[src/rtl/load_store_unit_if.sv]
// Word-bus interface between the load/store unit (master) and memory (slave).
// One request is outstanding at a time; bus_ack completes it.
interface load_store_unit_if;
  logic        bus_req;
  logic        bus_we;
  logic [31:0] bus_addr;
  logic [31:0] bus_wdata;
  logic [3:0]  bus_be;
  logic [31:0] bus_rdata;
  logic        bus_ack;

  modport master (
    output bus_req, bus_we, bus_addr, bus_wdata, bus_be,
    input  bus_rdata, bus_ack
  );

  modport slave (
    input  bus_req, bus_we, bus_addr, bus_wdata, bus_be,
    output bus_rdata, bus_ack
  );
endinterface

[src/rtl/load_store_unit.sv]
// Memory stage: one req/ack word-bus transaction per load/store, load alignment and extension.
// Optional MISALIGN_TRAP_EN: retire misaligned H/W accesses with misalign=1 instead of aligning them.
module load_store_unit #(
  parameter int unsigned TIMEOUT = 255
) (
  input  logic                    clk,
  input  logic                    rst_n,
  input  logic                    ex_valid_i,
  output logic                    ex_ready_o,
  input  logic                    mem_read_i,
  input  logic                    mem_write_i,
  input  logic [2:0]              funct3_i,
  input  logic [31:0]             alu_result_i,
  input  logic [31:0]             store_data_i,
  input  logic [4:0]              rd_in_i,
  input  logic                    flush_i,
  load_store_unit_if.master       bus,
  output logic                    wb_valid_o,
  output logic [4:0]              wb_rd_o,
  output logic [31:0]             wb_data_o,
  output logic                    done_o,
  output logic                    bus_err_o,
  output logic                    misalign_o
);

  localparam int CW = (TIMEOUT < 2) ? 1 : $clog2(TIMEOUT + 1);

  localparam logic [1:0] ST_IDLE = 2'd0;
  localparam logic [1:0] ST_REQ  = 2'd1;
  localparam logic [1:0] ST_RESP = 2'd2;

  function automatic logic [31:0] align_addr(input logic [31:0] a, input logic [2:0] f3);
    case (f3)
      3'b000, 3'b100: align_addr = a;
      3'b001, 3'b101: align_addr = {a[31:1], 1'b0};
      default:        align_addr = {a[31:2], 2'b00};
    endcase
  endfunction

`ifdef MISALIGN_TRAP_EN
  function automatic logic is_misaligned(input logic [31:0] a, input logic [2:0] f3);
    case (f3)
      3'b000, 3'b100: is_misaligned = 1'b0;
      3'b001, 3'b101: is_misaligned = a[0];
      default:        is_misaligned = |a[1:0];
    endcase
  endfunction
`endif

  function automatic logic [3:0] lane_be(input logic [1:0] a, input logic [2:0] f3);
    case (f3)
      3'b000, 3'b100: lane_be = 4'b0001 << a;
      3'b001, 3'b101: lane_be = 4'b0011 << {a[1], 1'b0};
      default:        lane_be = 4'b1111;
    endcase
  endfunction

  function automatic logic [31:0] lane_wdata(input logic [31:0] d, input logic [2:0] f3);
    case (f3)
      3'b000, 3'b100: lane_wdata = {4{d[7:0]}};
      3'b001, 3'b101: lane_wdata = {2{d[15:0]}};
      default:        lane_wdata = d;
    endcase
  endfunction

  // Byte/half lanes are shifted down to bit 0, then sign- or zero-extended.
  function automatic logic [31:0] load_extract(input logic [31:0] rdata, input logic [1:0] a,
                                               input logic [2:0] f3);
    logic [31:0] byte_sh;
    logic [31:0] half_sh;
    byte_sh = rdata >> {a, 3'b000};
    half_sh = rdata >> {a[1], 4'b0000};
    case (f3)
      3'b000:  load_extract = {{24{byte_sh[7]}}, byte_sh[7:0]};
      3'b100:  load_extract = {24'h000000, byte_sh[7:0]};
      3'b001:  load_extract = {{16{half_sh[15]}}, half_sh[15:0]};
      3'b101:  load_extract = {16'h0000, half_sh[15:0]};
      default: load_extract = rdata;
    endcase
  endfunction

  logic [1:0]    state_q, state_d;
  logic [1:0]    addr_lo_q, addr_lo_d;
  logic [2:0]    f3_q, f3_d;
  logic [4:0]    rd_q, rd_d;
  logic          flush_q, flush_d;
  logic [CW-1:0] wait_q, wait_d;
  logic          bus_req_q, bus_req_d;
  logic          bus_we_q, bus_we_d;
  logic [31:0]   bus_addr_q, bus_addr_d;
  logic [31:0]   bus_wdata_q, bus_wdata_d;
  logic [3:0]    bus_be_q, bus_be_d;
  logic          wb_valid_q, wb_valid_d;
  logic [4:0]    wb_rd_q, wb_rd_d;
  logic [31:0]   wb_data_q, wb_data_d;
  logic          done_q, done_d;
  logic          bus_err_q, bus_err_d;
  logic          misalign_q, misalign_d;

  logic          accept_s;
  logic          timeout_s;
  logic [31:0]   ea_s;

  assign ex_ready_o = (state_q == ST_IDLE);
  assign accept_s   = ex_valid_i & ex_ready_o & (mem_read_i | mem_write_i) & ~flush_i;
  assign timeout_s  = (TIMEOUT != 0) && (wait_q == CW'(TIMEOUT - 1));
  assign ea_s       = align_addr(alu_result_i, funct3_i);

  // Next-state and next-output computation for the IDLE -> REQ -> RESP sequence.
  always_comb begin
    state_d     = state_q;
    addr_lo_d   = addr_lo_q;
    f3_d        = f3_q;
    rd_d        = rd_q;
    flush_d     = flush_q;
    wait_d      = wait_q;
    bus_req_d   = bus_req_q;
    bus_we_d    = bus_we_q;
    bus_addr_d  = bus_addr_q;
    bus_wdata_d = bus_wdata_q;
    bus_be_d    = bus_be_q;
    wb_valid_d  = 1'b0;
    wb_rd_d     = wb_rd_q;
    wb_data_d   = wb_data_q;
    done_d      = 1'b0;
    bus_err_d   = 1'b0;
    misalign_d  = 1'b0;

    case (state_q)
      ST_IDLE: begin
        if (accept_s) begin
          addr_lo_d = ea_s[1:0];
          f3_d      = funct3_i;
          rd_d      = rd_in_i;
          flush_d   = 1'b0;
          wait_d    = '0;
`ifdef MISALIGN_TRAP_EN
          if (is_misaligned(alu_result_i, funct3_i)) begin
            state_d    = ST_RESP;
            done_d     = 1'b1;
            misalign_d = 1'b1;
            wb_rd_d    = rd_in_i;
            wb_data_d  = 32'h0000_0000;
          end else begin
`else
          begin
`endif
            state_d     = ST_REQ;
            bus_req_d   = 1'b1;
            bus_we_d    = mem_write_i;
            bus_addr_d  = {ea_s[31:2], 2'b00};
            bus_wdata_d = mem_write_i ? lane_wdata(store_data_i, funct3_i) : 32'h0000_0000;
            bus_be_d    = mem_write_i ? lane_be(ea_s[1:0], funct3_i) : 4'b1111;
          end
        end else begin
          state_d = ST_IDLE;
        end
      end
      ST_REQ: begin
        flush_d = flush_q | flush_i;
        // A same-cycle ack beats the timeout.
        if (bus.bus_ack) begin
          state_d    = ST_RESP;
          bus_req_d  = 1'b0;
          wait_d     = '0;
          done_d     = 1'b1;
          wb_rd_d    = rd_q;
          wb_valid_d = ~bus_we_q & ~(flush_q | flush_i);
          wb_data_d  = bus_we_q ? 32'h0000_0000 : load_extract(bus.bus_rdata, addr_lo_q, f3_q);
        end else if (timeout_s) begin
          state_d   = ST_RESP;
          bus_req_d = 1'b0;
          wait_d    = '0;
          done_d    = 1'b1;
          bus_err_d = 1'b1;
          wb_rd_d   = rd_q;
          wb_data_d = 32'h0000_0000;
        end else begin
          wait_d = wait_q + CW'(1);
        end
      end
      ST_RESP: begin
        state_d = ST_IDLE;
      end
      default: begin
        state_d   = ST_IDLE;
        bus_req_d = 1'b0;
      end
    endcase
  end

  // State and registered outputs; async reset abandons any in-flight op.
  always_ff @(posedge clk or negedge rst_n) begin
    if (!rst_n) begin
      state_q     <= ST_IDLE;
      addr_lo_q   <= 2'b00;
      f3_q        <= 3'b000;
      rd_q        <= 5'd0;
      flush_q     <= 1'b0;
      wait_q      <= '0;
      bus_req_q   <= 1'b0;
      bus_we_q    <= 1'b0;
      bus_addr_q  <= 32'h0000_0000;
      bus_wdata_q <= 32'h0000_0000;
      bus_be_q    <= 4'b0000;
      wb_valid_q  <= 1'b0;
      wb_rd_q     <= 5'd0;
      wb_data_q   <= 32'h0000_0000;
      done_q      <= 1'b0;
      bus_err_q   <= 1'b0;
      misalign_q  <= 1'b0;
    end else begin
      state_q     <= state_d;
      addr_lo_q   <= addr_lo_d;
      f3_q        <= f3_d;
      rd_q        <= rd_d;
      flush_q     <= flush_d;
      wait_q      <= wait_d;
      bus_req_q   <= bus_req_d;
      bus_we_q    <= bus_we_d;
      bus_addr_q  <= bus_addr_d;
      bus_wdata_q <= bus_wdata_d;
      bus_be_q    <= bus_be_d;
      wb_valid_q  <= wb_valid_d;
      wb_rd_q     <= wb_rd_d;
      wb_data_q   <= wb_data_d;
      done_q      <= done_d;
      bus_err_q   <= bus_err_d;
      misalign_q  <= misalign_d;
    end
  end

  assign bus.bus_req   = bus_req_q;
  assign bus.bus_we    = bus_we_q;
  assign bus.bus_addr  = bus_addr_q;
  assign bus.bus_wdata = bus_wdata_q;
  assign bus.bus_be    = bus_be_q;
  assign wb_valid_o    = wb_valid_q;
  assign wb_rd_o       = wb_rd_q;
  assign wb_data_o     = wb_data_q;
  assign done_o        = done_q;
  assign bus_err_o     = bus_err_q;
  assign misalign_o    = misalign_q;

endmodule

[src/flat_wrapper.sv]
// flat-port wrapper written by rule: the top's interface ports become plain ports
module load_store_unit_flat 
#(
  parameter int unsigned TIMEOUT = 255
)
  (clk, rst_n, ex_valid_i, ex_ready_o, mem_read_i, mem_write_i, funct3_i, alu_result_i, store_data_i, rd_in_i, flush_i, wb_valid_o, wb_rd_o, wb_data_o, done_o, bus_err_o, misalign_o, bus_bus_req, bus_bus_we, bus_bus_addr, bus_bus_wdata, bus_bus_be, bus_bus_rdata, bus_bus_ack);
  load_store_unit_if bus_i ();
  input  logic clk;
  input  logic rst_n;
  input  logic ex_valid_i;
  output logic ex_ready_o;
  input  logic mem_read_i;
  input  logic mem_write_i;
  input  logic [2:0] funct3_i;
  input  logic [31:0] alu_result_i;
  input  logic [31:0] store_data_i;
  input  logic [4:0] rd_in_i;
  input  logic flush_i;
  output logic wb_valid_o;
  output logic [4:0] wb_rd_o;
  output logic [31:0] wb_data_o;
  output logic done_o;
  output logic bus_err_o;
  output logic misalign_o;
  output wire logic [$bits(bus_i.bus_req)-1:0] bus_bus_req;
  output wire logic [$bits(bus_i.bus_we)-1:0] bus_bus_we;
  output wire logic [$bits(bus_i.bus_addr)-1:0] bus_bus_addr;
  output wire logic [$bits(bus_i.bus_wdata)-1:0] bus_bus_wdata;
  output wire logic [$bits(bus_i.bus_be)-1:0] bus_bus_be;
  input wire logic [$bits(bus_i.bus_rdata)-1:0] bus_bus_rdata;
  input wire logic [$bits(bus_i.bus_ack)-1:0] bus_bus_ack;
  assign bus_bus_req = bus_i.bus_req;
  assign bus_bus_we = bus_i.bus_we;
  assign bus_bus_addr = bus_i.bus_addr;
  assign bus_bus_wdata = bus_i.bus_wdata;
  assign bus_bus_be = bus_i.bus_be;
  assign bus_i.bus_rdata = bus_bus_rdata;
  assign bus_i.bus_ack = bus_bus_ack;
  load_store_unit #(.TIMEOUT(TIMEOUT)) u_core (.clk(clk), .rst_n(rst_n), .ex_valid_i(ex_valid_i), .ex_ready_o(ex_ready_o), .mem_read_i(mem_read_i), .mem_write_i(mem_write_i), .funct3_i(funct3_i), .alu_result_i(alu_result_i), .store_data_i(store_data_i), .rd_in_i(rd_in_i), .flush_i(flush_i), .bus(bus_i), .wb_valid_o(wb_valid_o), .wb_rd_o(wb_rd_o), .wb_data_o(wb_data_o), .done_o(done_o), .bus_err_o(bus_err_o), .misalign_o(misalign_o));
endmodule
[config.mk]
export PLATFORM = sky130hd
export DESIGN_NAME = load_store_unit_flat
export DESIGN_NICKNAME = d
export VERILOG_FILES = /design/src/rtl/load_store_unit_if.sv /design/src/rtl/load_store_unit.sv /design/src/flat_wrapper.sv
export SDC_FILE = /design/constraint.sdc
export NUM_CORES = 1
export LEC_CHECK = 0
export ABC_AREA = 1
export ABC_CLOCK_PERIOD_IN_PS = 1400
export CORE_ASPECT_RATIO = 1.2
export CORE_MARGIN = 5
export CORE_UTILIZATION = 40
export CTS_CLUSTER_SIZE = 14
export DETAILED_ROUTE_END_ITERATION = 7
export PLACE_DENSITY = 0.76
export SYNTH_ARGS = -nofsm -noshare
export SYNTH_HDL_FRONTEND = slang
export SYNTH_SLANG_ARGS = --single-unit
[constraint.sdc]
create_clock -name clk -period 1.4 [get_ports clk]
set_clock_uncertainty 0.1 [all_clocks]
set_input_delay 0.28 -clock clk [delete_from_list [all_inputs] [get_ports clk]]
set_output_delay 0.28 -clock clk [all_outputs]
set_load 0.01 [all_outputs]
======== After elaboration in Yosys (flattened, before gate mapping) ========
Cells that the tools add are included.
word-level totals
  output and inout port bits .............. 112
  logic and storage cells ................. 85
  register bits ........................... 129
  bits of input ports ..................... 111
operators by class
  shifts and indexed selects .............. 4
  bitwise operators ....................... 10
  add/subtract/negate cells ............... 1
  muxes and demuxes ....................... 32
  reduce and logical (&&, ||, !) cells .... 11
  equal/unequal tests ..................... 11
operator list
  operator                                         number
  2-to-1 mux 32 bit                                4
  case mux 32 bit (4 select lines)                 1
  case mux 32 bit (2 select lines)                 1
  right shift 32 x 5 -> 16 bit                     1
  right shift 32 x 5 -> 8 bit                      1
  2-to-1 mux 8 bit                                 3
  case mux 8 bit (2 select lines)                  1
  == test 3 bit, second input constant             4
  2-to-1 mux 1 bit                                 12
  2-to-1 mux 5 bit                                 2
  adder 8 x 1 -> 8 bit, second input constant      1
  == test 8 bit, second input constant             1
  case mux 2 bit (2 select lines)                  2
  case mux 4 bit (2 select lines)                  1
  == test 3 x 1 -> 1 bit, second input constant    2
  logical NOT 3 bit                                2
  AND reduction 2 bit                              3
  AND 1 bit                                        4
  2-to-1 mux 2 bit                                 2
  2-to-1 mux 4 bit                                 1
  inverter 1 bit                                   4
  nonzero test 2 bit                               2
  OR reduction 2 bit                               2
  left shift 1 x 2 -> 4 bit, first input constant  1
  other kinds (10)                                 11

======== Longest topological paths before layout ========
  depth after elaboration ................. 6
  gate-level depth with buffers ........... 10
  mapped depth without buffers ............ 10

======== Least setup slack after synthesis ========
Ideal clock, no wire load.
  path type ............................... register to register
  from .................................... reg u_core.wait_q[0]
  to ...................................... reg u_core.wb_data_q[7], in the netlist u_core.wb_data_o[7]
  slack ................................... -0.109 ns
  data arrival time ....................... 1.286 ns
  library setup time ...................... 0.123 ns
  buffers on the path ..................... 1
  required time ........................... 1.177 ns
  stages on the path, launching flop included .. 11
  clock period less this slack ............ 1.509 ns
  path through ............................ dfrtp_1 -> inv_1 -> ha_1 -> nand2_1 -> nor2_1 -> nand2_1 -> nand2_2 -> nand2_2 -> buf_4 -> nand2_1 -> nand2_1
between the ends
  word-level cells in the longest chain between the ends .. 3
RTL lines
  element                               RTL line                RTL
  start, declared                       load_store_unit.sv:87   logic [CW-1:0] wait_q, wait_d;
  start signal, assigned                load_store_unit.sv:218  wait_q <= wait_d;
  == test 8 bit                         load_store_unit.sv:106  assign timeout_s = (TIMEOUT != 0) && (wait_q == CW'(TIMEOUT - 1));
  nonzero test 2 bit (no source line)   --
  AND reduction 2 bit (no source line)  --
  end signal, assigned                  load_store_unit.sv:226  wb_data_q <= wb_data_d;
  end, declared                         load_store_unit.sv:95   logic [31:0] wb_data_q, wb_data_d;
No other way between the ends.
A chain may end at the register's enable or synchronous reset.

======== Final worst setup path ========
  from .................................... reg u_core.state_q[0]
  to ...................................... reg u_core.wait_q[3]
between the ends
  word-level cells in the longest chain between the ends .. 6
  elaborated cells on any way between the ends .. 9
  classes of those cells .................. 2 x eq/ne; 1 x mux; 3 x bitwise; 3 x reduce/logical
RTL lines
  element                                 RTL line                                        RTL
  start, declared                         load_store_unit.sv:82                           logic [1:0] state_q, state_d;
  start signal, assigned                  load_store_unit.sv:213                          state_q <= state_d;
  logical NOT 2 bit                       load_store_unit.sv:104, load_store_unit.sv:129
  AND 1 bit (3 in series)                 load_store_unit.sv:105                          assign accept_s = ex_valid_i & ex_ready_o & (mem_read_i | mem_write_i) & ~flush_i;
  inequality test 2 bit (no source line)  --
  AND reduction 2 bit (no source line)    --
Several ways; a longest one is shown, not always the timed one.

==> impl_metrics.py <==
metrics = {
    "setup_path": {
        "cp_max_fo": 6,
        "reg2reg_to": "u_core.wait_q[3]",
        "critPathTopFamily": "simple AND/OR/NAND/NOR gates",
        "r2r_setup_slack_ps": -210,
        "end_kind": "register",
        "timing_worst_setup_path_type": "reg2reg",
        "crit_buf_inv": 3,
        "crit_chain": "buf_4, nor2_4, nand3_4, buf_6, nand2_8, buf_4, nand3_1, nand2_1, nor2_1",
        "arrival_ps": 1800,
        "critPathRequiredTime_ps": 1590,
        "reg2reg_from": "u_core.state_q[0]",
        "start_kind": "register",
        "r2r_cells": 9,
        "crit_top_cell": "buf_4",
        "critPathSlowestCell": "dfrtp_1",
        "cpPeakStageDelay_ps": 390,
    },
    "clock_tree": {
        "cts_tree": "built",
        "clk_pin_slew_ps": 60,
        "clock_path_buffers": 2,
        "root_buffer": "clkbuf_16",
        "htree_levels": 4,
        "clock_latency_ps": 410,
        "cts.sinks": 129,
        "cts_made_buffers": 17,
    },
    "yosys": {
        "synth_compound_gate_area_share": 0.0975,
        "synth_cells": 779,
        "yosysSeqAreaShare": 0.539,
        "synth_edf_count": 0,
        "synth.area.mux_share": 0,
        "ys_warn_count": 0,
        "avgSynthCellArea_um2": 7.69,
        "synth-main-ff-cell": "dfrtp_1",
        "ys_types": 29,
        "async_reset_ff_frac": 1.00,
        "ys_ff_latch": 129,
        "synth_xor_xnor_area_share": 0.00146,
        "syn_area_mm2": 0.00599,
        "synth_top_family_by_area": "simple AND/OR/NAND/NOR gates",
        "synthAdderAreaFrac": 0.00418,
        "yosys.area_share.simple": 0.289,
    },
    "cells_and_area": {
        "final_core_util": 0.683,
        "area_growth_pct": 69.2,
        "postLayoutCellArea_mm2": 0.0101,
        "fill_cells": 1206,
        "layout_common_cells": "273 x nand2_1, 128 x dfrtp_1, 108 x clkdlybuf4s50_1",
        "drive_above_1_share": 0.336,
        "multi_input_area_mm2": 0.00285,
        "final_common_cell": "nand2_1",
        "fin_nets": 1214,
        "antennaDiodeCount": 0,
        "seq_area_mm2": 0.00323,
    },
    "sta": {
        "rsz0062_at_grt": "yes",
        "period_share": 1.15,
        "maxSlewViolCount": 0,
        "fin_hold_ws_ps": 136,
        "hold_viol": 0,
        "fmax_ghz": 0.620,
        "setup_violations": 128,
        "period_needed_ps": 1610,
        "fin_ws_ps": -212,
    },
    "detailed_routing": {
        "firstDrtPassIters": 5,
        "top_layer": "met5",
        "met1_length_mm": 8.17,
        "postRouteAntennaNets": 0,
        "wl_met2_mm": 10.9,
        "dr_wl_met3_mm": 1.59,
        "drc": 0,
        "vias_per_cell": 4.90,
        "post_drt_wl_per_cell_um": 16.1,
        "drt-total-wl_mm": 21.2,
        "drt_iter0_drc": 483,
        "vias": 6458,
    },
    "place": {
        "place.gp.congestion": 0.890,
        "dp_slack_ps": -520,
        "dp.final_hpwl_mm": 13.8,
        "portBuffers": 219,
        "postPlaceCellArea_mm2": 0.00900,
    },
    "die": {
        "dieArea_mm2": 0.0175,
        "die_x_um": 122,
        "fp.coreArea_mm2": 0.0148,
        "start_util": 0.404,
        "ios": 223,
        "die_h_um": 144,
        "rows": 49,
    },
    "global_route": {
        "grtUsageTotal": 0.215,
        "antenna_found_initial": 1,
        "grt_pass1_wl_mm": 30.0,
        "grt_max_degree": 57,
        "overflow": 0,
        "grt_pass1_vias": 6130,
    },
    "worst_hold_path": {
        "min_path_cells": 2,
        "holdPathEnd": "u_core.bus_err_o",
        "min_path_type": "in2reg",
        "holdCritStartpoint": "bus_bus_ack",
    },
    "outcome": {
        "violations": "setup timing",
        "status": "finished, violations left",
    },
    "flow_run": {
        "max_cap_viol_count": 0,
    },
    "power": {
        "p_leak_nw": 5.29,
        "ir_worst_vdd_uv": 672,
        "total_power_mw": 15.8,
        "power-per-cell-area_mw_per_mm2": 1560,
    },
}
-- power breakdown --
part / internal [mW] / switching (mW) / total (mW)
registers: 4.84 / 0.694 / 5.54
clock network: 2.70 / 1.80 / 4.50
logic: 2.69 / 3.07 / 5.76
total: 10.2 / 5.56 / 15.8
-- how the worst max path moves through the flow --
stage | slack [ps] | from | cells after the start | end
finish | -210 | u_core.state_q[0] | 9 | u_core.wait_q[3]
global route | -300 | u_core.state_q[0] | 9 | u_core.wait_q[3]
CTS | -160 | u_core.state_q[1] | 9 | u_core.wb_data_o[3]
detailed placement | -520 | ex_valid_i | 8 | u_core.bus.bus_wdata[23]
global placement | -500 | ex_valid_i | 8 | u_core.bus.bus_wdata[21]
floorplan | -70 | u_core.wait_q[0] | 10 | u_core.wb_data_o[13]
-- layer usage --
layer | up-vias | track usage
met5 | - | 0
met4 | 2 | 0.0897
met3 | 45 | 0.0591
met2 | 253 | 0.365
met1 | 3079 | 0.257
li1 | 3079 | -
-- state kept, by name, summed over array words and instances, names as in the netlist --
| name | cells |
|---|---|
| u_core.done_o | 1 |
| u_core.addr_lo_q | 2 |
| u_core.bus.bus_be | 4 |
| u_core.bus.bus_wdata | 32 |
| u_core.bus.bus_addr | 30 |
| u_core.state_q | 2 |
| u_core.wb_valid_o | 1 |
| u_core.bus.bus_req | 1 |
| u_core.wb_rd_o | 5 |
| u_core.bus_err_o | 1 |
| u_core.wait_q | 8 |
| u_core.flush_q | 1 |
| u_core.f3_q | 3 |
| u_core.bus.bus_we | 1 |
| u_core.rd_q | 5 |
| u_core.wb_data_o | 32 |
-- cell usage after synthesis (2+ instances only) --
master	count	area [um^2]
buf_4	8	60.1
nand3_1	18	90.1
ha_1	2	25.0
nand2_2	5	31.3
o21ai_0	62	310
buf_2	16	80.1
nand3b_1	2	15.0
inv_2	5	18.8
o21ai_1	10	50.1
nand2_1	322	1210
dfrtp_1	129	3230
nor2_2	4	25.0
buf_1	2	7.51
or2_2	2	12.5
clkbuf_1	9	33.8
o211ai_1	4	30.0
inv_1	52	195
nor3_1	11	55.1
a21oi_1	34	170
nor2_1	73	274
-- timing repair --
item	4_1_cts	5_1_grt
gates resized for setup	505	146
buffers inserted	15	8
hold buffers	1	0
pin swaps	3	33
hold endpoints to repair	129	0
setup endpoints to repair	231	133
gates cloned	3	11
-- cells by family after synthesis --
group,Yosys count
compound gates,113
xor+xnor,1
fa+ha+maj,2
buf+inv,94
flops,129
other cells,1
simple gates,439
-- cell type report --
class | count | area share
Sequential cell | 129 | 0.318
Timing Repair Buffer | 337 | 0.290
Multi-Input combinational cell | 558 | 0.281
Inverter | 58 | 0.0273
Tap cell | 204 | 0.0252
Clock buffer | 19 | 0.0437
Clock inverter | 13 | 0.0148
-- metrics by stage --
| step | instances | TNS (ps) |
|---|---|---|
| 3_3_place_gp | 1251 | -52110 |
| 2_1_floorplan | 781 | -1890 |
| 4_1_cts | 1302 | -7120 |
| 6_report | 1318 | -15430 |
| 5_1_grt | 1318 | -24770 |
| 3_5_place_dp | 1251 | -53800 |
-- worst reg2reg max path: cells and delay by family (launching register included) --
family | cells | cell delay (ps)
buffers and inverters | 3 | 440
flip-flops | 1 | 390
AND/OR/NAND/NOR | 6 | 570
Note: power is estimated with default switching activity, not from simulation.
